**src/rtl/moore_seq_gen.sv**
```systemverilog
// Stimulus generator for the Moore P1/P2 detector: drives CODE symbol by symbol,
// then samples the detector's z for up to Z_TIMEOUT cycles and reports pass/fail.
module moore_seq_gen #(
  parameter int unsigned          SEQ_LEN   = 4,
  parameter logic [SEQ_LEN-1:0]   CODE      = 4'b1100,
  parameter int unsigned          HOLD      = 1,
  parameter int unsigned          GAP       = 0,
  parameter int unsigned          Z_TIMEOUT = 4
) (
  input  logic       clk,
  input  logic       reset,
  input  logic       start,
  input  logic       z,
  output logic       P1,
  output logic       P2,
  output logic       busy,
  output logic       done,
  output logic       pass,
  output logic [3:0] sym_idx
);

  localparam int unsigned MAX_HG = (HOLD > GAP) ? HOLD : GAP;
  localparam int unsigned MAXC   = (MAX_HG > Z_TIMEOUT) ? MAX_HG : Z_TIMEOUT;
  localparam int unsigned CW     = (MAXC < 2) ? 1 : $clog2(MAXC);

  localparam logic [CW-1:0] HOLD_END = CW'(HOLD - 1);
  localparam logic [CW-1:0] GAP_END  = (GAP == 0) ? '0 : CW'(GAP - 1);
  localparam logic [CW-1:0] Z_END    = CW'(Z_TIMEOUT - 1);
  localparam logic [3:0]    LAST     = 4'(SEQ_LEN - 1);

  // Code left-aligned in 16 bits so symbol i is always bit 15-i.
  localparam logic [15:0] CODE_ALN = 16'(CODE) << (16 - SEQ_LEN);

  typedef enum logic [1:0] {S_IDLE, S_DRIVE, S_GAP, S_WAIT_Z} state_t;

  state_t        state_q;
  logic [CW-1:0] cnt_q;
  logic [3:0]    sym_q;
  logic          p1_q, p2_q, busy_q, done_q, pass_q;

  function automatic logic sym_bit(input logic [3:0] idx);
    return CODE_ALN[4'd15 - idx];
  endfunction

  always_ff @(posedge clk or posedge reset) begin
    if (reset) begin
      state_q <= S_IDLE;
      cnt_q   <= '0;
      sym_q   <= '0;
      p1_q    <= 1'b0;
      p2_q    <= 1'b0;
      busy_q  <= 1'b0;
      done_q  <= 1'b0;
      pass_q  <= 1'b0;
    end else begin
      done_q <= 1'b0;
      unique case (state_q)
        S_IDLE: begin
          if (start) begin
            state_q <= S_DRIVE;
            cnt_q   <= '0;
            sym_q   <= '0;
            busy_q  <= 1'b1;
            pass_q  <= 1'b0;
            p1_q    <= sym_bit(4'd0);
            p2_q    <= ~sym_bit(4'd0);
          end
        end
        S_DRIVE: begin
          if (cnt_q == HOLD_END) begin
            cnt_q <= '0;
            if (sym_q == LAST) begin
              state_q <= S_WAIT_Z;
              p1_q    <= 1'b0;
              p2_q    <= 1'b0;
            end else if (GAP > 0) begin
              state_q <= S_GAP;
              p1_q    <= 1'b0;
              p2_q    <= 1'b0;
            end else begin
              sym_q <= sym_q + 4'd1;
              p1_q  <= sym_bit(sym_q + 4'd1);
              p2_q  <= ~sym_bit(sym_q + 4'd1);
            end
          end else begin
            cnt_q <= cnt_q + 1'b1;
          end
        end
        S_GAP: begin
          if (cnt_q == GAP_END) begin
            state_q <= S_DRIVE;
            cnt_q   <= '0;
            sym_q   <= sym_q + 4'd1;
            p1_q    <= sym_bit(sym_q + 4'd1);
            p2_q    <= ~sym_bit(sym_q + 4'd1);
          end else begin
            cnt_q <= cnt_q + 1'b1;
          end
        end
        S_WAIT_Z: begin
          if (z || cnt_q == Z_END) begin
            state_q <= S_IDLE;
            cnt_q   <= '0;
            sym_q   <= '0;
            busy_q  <= 1'b0;
            done_q  <= 1'b1;
            pass_q  <= z;
          end else begin
            cnt_q <= cnt_q + 1'b1;
          end
        end
        default: state_q <= S_IDLE;
      endcase
    end
  end

  assign P1      = p1_q;
  assign P2      = p2_q;
  assign busy    = busy_q;
  assign done    = done_q;
  assign pass    = pass_q;
  assign sym_idx = sym_q;

endmodule

```
**config.mk**
```make
export PLATFORM = sky130hd
export DESIGN_NAME = moore_seq_gen
export DESIGN_NICKNAME = d
export VERILOG_FILES = /design/src/rtl/moore_seq_gen.sv
export SDC_FILE = /design/constraint.sdc
export NUM_CORES = 1
export LEC_CHECK = 0
export ABC_CLOCK_PERIOD_IN_PS = 2300
export CORE_MARGIN = 2
export CORE_UTILIZATION = 40
export CTS_CLUSTER_SIZE = 20
export DETAILED_ROUTE_END_ITERATION = 8
export PLACE_DENSITY = 0.7
export SYNTH_ARGS = -nofsm -noshare
export SYNTH_HDL_FRONTEND = slang
export SYNTH_SLANG_ARGS = --single-unit
export TNS_END_PERCENT = 5
```
**constraint.sdc**
```tcl
create_clock -name clk -period 2.3 [get_ports clk]
set_clock_uncertainty 0.15 [all_clocks]
set_input_delay 0.69 -clock clk [delete_from_list [all_inputs] [get_ports clk]]
set_output_delay 0.69 -clock clk [all_outputs]
set_load 0.1 [all_outputs]
```
# After elaboration in Yosys (flattened, before gate mapping)
# Memory sizes are Yosys's and may differ from the RTL's.
# Cells that the tools add are included.
# totals
out_inout_bits,9
mem_bits_ro,16
memories,1
ff_bits,13
word_cells,68
# classes
reduce_logical,10
bitwise,1
n_eq_ne,11
add_sub_neg,3
mux,33
magnitude_cmp,1
# memory_table
memory,words,width,read_ports,rd_clocked_by_memory_dff,write_ports,line,rtl
(no name shown),16,1,1,0,0,42,return CODE_ALN[4'd15 - idx];
# op_table
op,count
two-way mux 4 bit,5
two-way mux 2 bit,8
case mux 4 bit (4 select lines),1
two-way mux 1 bit,13
inequality test 2 bit (second input constant),6
AND reduction 5 bit,2
case mux 2 bit (4 select lines),1
== test 2 bit (second input constant),3
case mux 1 bit (3 select lines),2
case mux 2 bit (3 select lines),1
< comparator 4 x 5 -> 1 bit (second input constant),1
adder 4 x 1 -> 4 bit (second input constant),1
== test 4 x 2 -> 1 bit (second input constant),1
logical NOT 2 bit,2
case mux 1 bit (2 select lines),2
AND reduction 4 bit,1
subtractor 4 bit (first input constant),1
AND reduction 3 bit,1
nonzero test 3 bit,1
adder 2 x 1 -> 2 bit (second input constant),1
== test 2 x 1 -> 1 bit (second input constant),1
nonzero test 2 bit,1
OR reduction 2 bit,1
logical OR 1 bit,1
NOT 1 bit,1

# Depth between registers and ports, before layout
# depth
word_depth,8
ltp_mapped,8
mapped_depth_nobuf,6

# Worst setup path after synthesis
# OpenSTA, ideal clock, no wires.
# synth_timing
kind,register to register
startpoint,reg sym_q[0] (netlist: sym_idx[0])
endpoint,reg p2_q (netlist: P2)
arrival_time_ns,2.178
path_stages_with_launch,6
path_slack_ns,-0.151
required_time_ns,2.027
path_buffers,0
synth_period_minus_slack_ns,2.451
path_cell_list,dfrtp_1 -> ha_1 -> or3b_1 -> a21oi_1 -> nor2_1 -> a32o_1
# synth_between
elab_chain_len,8
word_cells_on_any_way,10
# synth_rtl
item,line,rtl
from (decl),38,logic [3:0] sym_q;
from (signal assigned),81,sym_q <= sym_q + 4'd1;
from (signal assigned),93,sym_q <= sym_q + 4'd1;
adder 4 x 1 -> 4 bit,"83, 95",
subtractor 4 bit,42,
memory (16 x 1 bit),-,
two-way mux 1 bit (implied by the code),42,
NOT 1 bit,95,p2_q <= ~sym_bit(sym_q + 4'd1);
two-way mux 1 bit,72,if (sym_q == LAST) begin
two-way mux 1 bit,70,if (cnt_q == HOLD_END) begin
case mux 1 bit (3 select lines) *,57,unique case (state_q)
to (signal assigned),66,p2_q <= ~sym_bit(4'd0);
to (signal assigned),83,p2_q <= ~sym_bit(sym_q + 4'd1);
to (signal assigned),95,
to (decl),39,"logic p1_q, p2_q, busy_q, done_q, pass_q;"
# Every way passes the cells marked *; elsewhere a longest branch is shown, timed or not. The select of a mux whose other input is x is not followed.
# A chain may end at the register's enable or synchronous reset.

# Final worst setup path
# layout_timing
startpoint,in z
endpoint,reg sym_q[3] (netlist: sym_idx[3])
# layout_between
elab_chain_len,3
# layout_rtl
item,line,rtl
from (decl),13,"input logic z,"
logical OR 1 bit,101,if (z || cnt_q == Z_END) begin
inequality test 2 bit (no source line),-,
AND reduction 5 bit (no source line),-,
# No other way between the ends.

==> impl_metrics.csv <==
group,metric,value,unit
worst_hold_path,hold_end,"P1",
timing,min_period,1940,ps
synth,synthTopCellsByCount,"13 x dfrtp_1, 10 x nand2_1, 9 x ha_1, 9 x inv_1, 6 x nor2_1",
floorplanning,dieArea,0.00242,mm2
timing,post-route-period-util,0.843,
finish,nFillCells,168,
synth,synth_most_common_cell,"dfrtp_1",
grt,use_met2,0.221,
synth,postSynthCellCount,88,
timing,slew_viol_final,0,
clock_network,cts.sinks,13,
detailed_routing,drt-pass1-iter-count,4,
finish,multi_input_area,439,um2
timing,worst_pin_slew,472,ps
synth,ys_seq_elements,13,
synth,yosys.area.top_type,"dfrtp_1",
timing,holdWs,411,ps
floorplanning,coreArea,0.00194,mm2
critical_path,startpoint_type,"input port",
critical_path,worst-path-buf-inv,1,
critical_path,slowest_stage,"clkdlybuf4s50_1",
synth,synth_edf_count,0,
grt,track_usage,0.136,
grt,grt_pass1_wl,2640,um
clock_network,cts_resized,0,
timing,setup_violations,0,
placement,port_buffers,12,
synth,syn_area_per_cell,9.30,um2
critical_path,crit_fanout,6,
synth,syn_area,818,um2
timing,rsz0062_at_grt,"no",
synth,syn-num-nets,101,
synth,yosysSeqAreaShare,0.398,
timing,final_hold_viol_count,0,
critical_path,rr_worst_depth,5,
clock_network,cts.path.max_buffers,2,
grt,grt.overflow.total,0,
finish,seq_area,328,um2
floorplanning,initial_utilization,0.421,
critical_path,reg2reg_slack,390,ps
run,maxCapViolations,0,
clock_network,cts_root_buf,"clkbuf_4",
placement,place_hpwl,1190,um
clock_network,clock_latency,270,ps
timing,final.setup.tns,0,ps
floorplanning,die_h,49.2,um
clock_network,cts_buffers,3,
clock_network,post-cts-setup-buffers,0,
synth,ys.flop_type,"dfrtp_1",
detailed_routing,wl_per_cell,11.6,um
critical_path,worst_ep_required_time,2310,ps
detailed_routing,drc_errors,0,
floorplanning,die_x,49.2,um
detailed_routing,drt_wl_total,1510,um
synth,synth_cell_types,30,
grt,busiest_layer,"met2",
critical_path,worstPathArrival,1950,ps
critical_path,crit_type,"in2reg",
synth,yosys-top-cells-area,"dfrtp_1 40%, ha_1 14%, nand2_1 4.6%",
clock_network,cts_tree,"yes",
synth,synth-async-reset-ratio,1.00,
clock_network,cts-hold-fix-buffers,0,
critical_path,crit_chain,"clkdlybuf4s50_1, or3b_1, and4_4, a32o_1",
floorplanning,rows,16,
critical_path,slowest_delay,420,ps
placement,place_congestion,0.820,
worst_hold_path,whs_path_depth,2,
grt,grt_max_degree,14,
worst_hold_path,min_from,"P1",
detailed_routing,antenna_left,0,
worst_hold_path,hold_class,"reg2reg",
timing,fmax,516,MHz
detailed_routing,vias,664,
clock_network,path_clk_slew,70,ps
timing,timing.slew.headroom,0.685,
synth,synth_top_area_share,0.398,
critical_path,rr_endpoint,"P2",
grt,use_met1,0.189,
critical_path,endpoint_kind,"register",
critical_path,r2r_start,"sym_idx[0]",
finish,final_nets,117,
detailed_routing,drt-initial-drc-count,13,
floorplanning,io_pins,13,
detailed_routing,vias_per_cell,5.11,
finish,area_growth,32.7,%
grt,first_global_vias,613,
status,status,"completed",
grt,antenna_found_initial,0,
critical_path,cp_top_family,"simple AND/OR/NAND/NOR gates",
finish,n_antenna_cell,0,
grt,grt_use_met3,0.0215,
clock_network,htreeDepth,1,
synth,yosysWarnings,0,
finish,drive_above_1_share,0.165,
==> how the worst max path moves through the flow <==
stage	from	end	slack, ps	cells past startpoint
floorplan	sym_idx[0]	P2	170	5
global placement	z	sym_idx[3]	100	4
detailed placement	z	sym_idx[3]	90	4
CTS	z	sym_idx[3]	370	4
global route	sym_idx[0]	P2	250	5
finish	z	sym_idx[3]	360	4
==> per-layer routing <==
layer	vias to the layer above	wire length, um
met2	16	728
li1	337	-
met5	-	0
met3	0	63
met4	0	0
met1	311	713
==> area by class of cell <==
type,instances,area share
well taps,27,0.0311
flip-flops and latches,13,0.302
inverters,9,0.0311
multi-input cells,63,0.404
repair buffers,14,0.207
clock buffers,4,0.0242
==> kinds of logic (layout without fill, tap and decap cells) <==
family,count (synthesis),count (layout),synth area share
buffers and inverters,12,27,0.0657
adder cells (fa/ha/maj),9,9,0.138
AO/OA/AOI/OAI,19,19,0.154
multiplexers,3,3,0.0367
AND/OR/NAND/NOR,31,31,0.197
flip-flops,13,13,0.398
XOR/XNOR,1,1,0.0107
==> cells in the final DEF (no fill, tap or decap), types with 3 or more instances in the layout <==
master            n
nand3_1           5
a21oi_1           3
dfrtp_1          11
buf_12            9
mux2i_1           3
nor2_1            6
ha_1              9
clkbuf_4          3
clkdlybuf4s50_1   3
nand2_1          10
o21ai_0           5
inv_1             9
==> metrics by stage <==
stage	instances	setup slack [ps]	utilization	instance area, um2
after global placement	126	103	0.546	1060
after floorplan	88	165	-	821
after global routing	130	255	0.559	1090
final	130	361	0.559	1090
after detailed placement	126	88.7	0.546	1060
after CTS	130	368	0.559	1090
==> sequential cells by signal (all words and copies together), names as in the netlist <==
signal   count
busy         1
P1           1
cnt_q        2
P2           1
state_q      2
done         1
sym_idx      4
pass         1
==> tightest hold or removal path, cell delays in order, from the launching register on <==
cell      delay, ps
dfrtp_1         400
nand2_1          60
o221ai_1         60
Power is left out: the tool's default activity adds up to more than one toggle a clock period on the data nets, which glitch-free logic cannot reach.
